**config.mk**
```make
export PLATFORM = sky130hd
export DESIGN_NAME = uart_tx_arb
export DESIGN_NICKNAME = d
export VERILOG_FILES = /design/src/rtl/uart_tx_arb.sv
export SDC_FILE = /design/constraint.sdc
export NUM_CORES = 1
export LEC_CHECK = 0
export CAP_MARGIN = 10
export CORE_ASPECT_RATIO = 1.4
export CORE_MARGIN = 10
export CORE_UTILIZATION = 50
export DETAILED_ROUTE_END_ITERATION = 10
export PLACE_DENSITY = 0.87
export SLEW_MARGIN = 20
export SYNTH_ARGS = -nofsm -noshare
export SYNTH_HDL_FRONTEND = slang
export SYNTH_SLANG_ARGS = --single-unit
```
**constraint.sdc**
```tcl
create_clock -name clk -period 5.15 [get_ports clk]
set_clock_uncertainty 0.2 [all_clocks]
set_input_delay 1.03 -clock clk [delete_from_list [all_inputs] [get_ports clk]]
set_output_delay 1.03 -clock clk [all_outputs]
set_load 0.1 [all_outputs]
```
**src/rtl/uart_tx_arb.sv**
```systemverilog
// rtl/uart_tx_arb.sv - packet-granular round-robin arbiter feeding one byte-serial UART transmitter
// Grant is held from the first byte until the last byte drains, so packets never interleave.
module uart_tx_arb #(
   parameter int num_clients = 4,
   parameter int stall_limit = 1024,
   parameter int ack_limit   = 4
) (
   input  logic                           clk,
   input  logic                           resetn,
   input  logic [num_clients-1:0]         in_valid,
   input  logic [8*num_clients-1:0]       in_data,
   input  logic [num_clients-1:0]         in_last,
   output logic [num_clients-1:0]         out_ready,
   output logic [7:0]                     out_tx_data,
   output logic                           out_tx_en,
   input  logic                           in_tx_busy,
   output logic [$clog2(num_clients)-1:0] out_grant,
   output logic                           out_active,
   output logic                           out_abort
);

   localparam int gw = $clog2(num_clients);
   localparam int sw = $clog2(stall_limit + 1);
   localparam int aw = $clog2(ack_limit + 1);
   localparam logic [gw-1:0] top_idx = gw'(num_clients - 1);

   typedef enum logic [1:0] {IDLE, SEND, ACK, DRAIN} state_t;

   state_t        state;
   logic [gw-1:0] last_grant;
   logic [gw-1:0] pick_idx;
   logic [gw-1:0] cand;
   logic          pick_found;
   logic [sw-1:0] stall_cnt;
   logic [aw-1:0] ack_cnt;
   logic          last_q;

   // Descending scan so the nearest index after last_grant is the last (winning) write.
   always_comb begin
      pick_found = 1'b0;
      pick_idx   = last_grant;
      cand       = last_grant;
      for (int k = num_clients; k >= 1; k--) begin
         cand = gw'((int'(last_grant) + k) % num_clients);
         if (in_valid[cand]) begin
            pick_found = 1'b1;
            pick_idx   = cand;
         end
      end
   end

   always_comb begin
      out_ready = '0;
      if (state == SEND)
         out_ready[out_grant] = in_valid[out_grant];
   end

   assign out_active = (state != IDLE);

   always_ff @(posedge clk) begin
      if (!resetn) begin
         state       <= IDLE;
         out_tx_data <= 8'h00;
         out_tx_en   <= 1'b0;
         out_abort   <= 1'b0;
         out_grant   <= top_idx;
         last_grant  <= top_idx;
         stall_cnt   <= '0;
         ack_cnt     <= '0;
         last_q      <= 1'b0;
      end else begin
         out_tx_en <= 1'b0;
         out_abort <= 1'b0;
         case (state)
            IDLE: begin
               if (pick_found) begin
                  out_grant <= pick_idx;
                  stall_cnt <= '0;
                  state     <= SEND;
               end
            end
            SEND: begin
               if (in_valid[out_grant]) begin
                  out_tx_data <= in_data[{out_grant, 3'b000} +: 8];
                  out_tx_en   <= 1'b1;
                  last_q      <= in_last[out_grant];
                  ack_cnt     <= '0;
                  state       <= ACK;
               end else if (stall_cnt == sw'(stall_limit - 1)) begin
                  // Count lands on stall_limit in the cycle out_abort is high.
                  stall_cnt  <= sw'(stall_limit);
                  out_abort  <= 1'b1;
                  last_grant <= out_grant;
                  state      <= IDLE;
               end else begin
                  stall_cnt <= stall_cnt + 1'b1;
               end
            end
            ACK: begin
               // Busy may lag tx_en by the transmitter's input register; give up after ack_limit cycles.
               if (in_tx_busy || ack_cnt == aw'(ack_limit - 1))
                  state <= DRAIN;
               else
                  ack_cnt <= ack_cnt + 1'b1;
            end
            DRAIN: begin
               if (!in_tx_busy) begin
                  if (last_q) begin
                     last_grant <= out_grant;
                     state      <= IDLE;
                  end else begin
                     stall_cnt <= '0;
                     state     <= SEND;
                  end
               end
            end
            default: state <= IDLE;
         endcase
      end
   end

endmodule

```
==> results.yml <==
cells_and_area:
  area_delta_synth_final_pct: 35.8
  fillers: 318
  multi_input_area_mm2: 0.00125
  seqCellArea_um2: 621
  antenna_cells: 0
  fin_cells: 320
  drive_gt1_share_pct: 8.99
  nNetsFinal: 327
critical_path:
  crit_chain: "inv_1, ha_1, inv_1, clkdlybuf4s50_1"
  endpoint_kind: "output port"
  worstPathArrival_ps: 2290
  crit_top_cell: "inv_1"
  critPathMaxFanout: 6
  critPathLaunchType: "register"
  path_delay_family: "buffers and inverters"
  path_class: "register to output port"
  slowest_delay_ps: 1140
  required_ps: 3920
  crit_slowest_cell: "clkdlybuf4s50_1"
  path_buf_inv: 3
outcome:
  status: "complete, no violations"
hold_path:
  hold_path_class: "register to register"
cts:
  cts_tree: "built"
  cts_buffers: 5
  clk_latency_ps: 280
  h-tree-depth: 2
  ctsResizeCount: 0
  post_cts_buffers: 0
  ctsHoldBuffers: 0
  cts_buffer_depth: 2
  clk_pin_slew_ps: 70
  cts.sinks: 31
  clock-root-buffer: "clkbuf_8"
synthesis:
  synth_compound_area_share_pct: 22.2
  synth.mux.area_fraction_pct: 14.6
  synthTopCellsByCount: "nand2_1 (35), dfxtp_1 (31), a21oi_1 (19)"
  synth_flop_cell: "dfxtp_1"
  synth_adder_area_share_pct: 4.46
  post_synth.cell_area_avg_um2: 8.85
  synth_xor_xnor_area_share_pct: 0
  synth.most_common_cell: "nand2_1"
  ys_ff_latch: 31
  ys_top_cells_by_area: "dfxtp_1 (32%), mux4_1 (8.0%), nand2_1 (6.7%), a21oi_1 (4.8%), mux4_2 (4.6%)"
  netlist_area_mm2: 0.00196
  synth_top_area_cell: "dfxtp_1"
  ys_warn_count: 0
  synth_simple_gate_area_share_pct: 22.2
  synth_top_family_by_area: "compound AO/OA/AOI/OAI gates"
  ys_seq_area_share_pct: 31.6
  syn_inst: 222
  synth_cell_types: 46
  syn_nets: 272
  synth_edf_count: 0
  synth_top_area_share_pct: 31.6
  synthArstFlopShare_pct: 0
floorplan:
  die_area_mm2: 0.00687
  start_util_pct: 53.0
  rows: 26
  die_h_um: 94.2
  core_mm2: 0.00371
  dieWidth_um: 73.0
  ios: 60
sta:
  fin_crit_sh_pct: 68.4
  relSlewSlack_pct: 31.9
  fin_setup_tns_ps: 0
  setup_viol_count_final: 0
  tightestPinTransition_ps: 1020
  final-max-slew-violation-count: 0
  fmax_ghz: 0.284
  rsz0062_at_grt: "false"
  worst_slack_ps: 1630
  post-route-min-period_ps: 3520
  fin_hold_ws_ps: 251
  hold_viol: 0
global_route:
  use_met3_pct: 3.60
  grt_pass1_wl_mm: 9.00
  track_usage_pct: 16.2
  antenna_found_initial: 0
  grt_use_met1_pct: 17.4
  grt_pass1_vias: 1891
  overflow: 0
  grt.busiest_layer: "met2"
  grt_max_degree: 23
  grt_use_met2_pct: 30.0
route:
  drt_first_pass_iters: 5
  remaining_drc_errors: 0
  ant_nets: 0
  wl_mm: 5.72
  viasPerCell: 6.12
  via_count: 1958
  wl_per_cell_um: 17.9
  drt_iter0_markers: 164
pwr:
  total_power_mw: 1.39
  p_per_area_mw_per_mm2: 520
  leakagePower_nw: 1.01
  vdd_drop_max_v: 0.000426
placed_design:
  place_inst: 312
  placement.setup.worst_slack_ps: 1640
  io_buffers: 59
  dp_hpwl_mm: 4.27
  gp_congestion: 0.810
run:
  maxCapViolCount: 0
-- flip-flops by register name, indices dropped and copies added (netlist names), named ones only --
signal       count
last_q           1
stall_cnt       11
out_grant        2
last_grant       2
out_tx_data      8
out_abort        1
out_tx_en        1
state            1
ack_cnt          3
-- metal layers --
layer | routed length [um] | vias up
met5 | 0 | -
met2 | 3180 | 57
li1 | - | 956
met4 | 121 | 0
met1 | 2190 | 934
met3 | 225 | 11
-- cell type report --
type,count,area share (%)
timing repair buffer,61,22.3
sequential,31,23.3
multi-input combinational,169,46.8
tap,42,1.97
clock buffer,6,3.10
inverter,9,1.27
clock inverter,2,1.31
-- worst paths after layout --
path | cells after the start | to | start | slack (ps)
max reg2reg | 6 | stall_cnt[0] | register | 2540
min reg2reg | 2 | out_tx_data[5] | out_tx_data[5] | 250
min | 2 | out_tx_data[5] | out_tx_data[5] | 250
max | 4 | out_active | state[0] | 1630
-- cell families after synthesis --
| logic type | count (synthesis) |
|---|---|
| AO/OA/AOI/OAI | 62 |
| multiplexers | 13 |
| buffers and inverters | 22 |
| AND/OR/NAND/NOR | 87 |
| adder cells (fa/ha/maj) | 7 |
| flip-flops | 31 |
-- power breakdown --
| group | leakage, nW | internal, mW | switching, mW | total (mW) |
|---|---|---|---|---|
| registers | 0.252 | 0.285 | 0.0505 | 0.336 |
| clock network | 0.0612 | 0.156 | 0.0938 | 0.250 |
| logic | 0.695 | 0.275 | 0.526 | 0.800 |
| total | 1.01 | 0.716 | 0.670 | 1.39 |
-- per-stage QoR --
stage / utilization, % / area, um2
finish: 71.9 / 2670
CTS: 71.9 / 2670
global route: 71.9 / 2670
global placement: 68.8 / 2550
floorplan: - / 1960
detailed placement: 68.8 / 2550
-- worst min-delay path, stage by stage (launching register included) --
cell	delay (ps)
dfxtp_1	310
nand2_1	50
a21oi_1	50
-- cells in the final DEF (no fill, tap or decap), types with 3 or more instances in the layout --
master	synthesis	final
clkdlybuf4s50_1	0	55
nand4_1	9	9
dfxtp_1	31	31
buf_4	0	6
and3_1	4	4
inv_1	9	9
and2_1	3	3
mux4_1	6	6
nor3_1	3	3
nand2_1	35	35
ha_1	7	7
o211ai_1	3	3
o31ai_1	5	5
mux4_2	4	4
nor2_1	9	9
or3_1	3	3
a211oi_1	4	4
o22ai_1	5	5
nand2b_1	8	8
clkbuf_8	0	6
a21oi_1	19	19
o21ai_0	6	6
nand3_1	4	4
No activity file was read; power rests on OpenSTA's default activity.
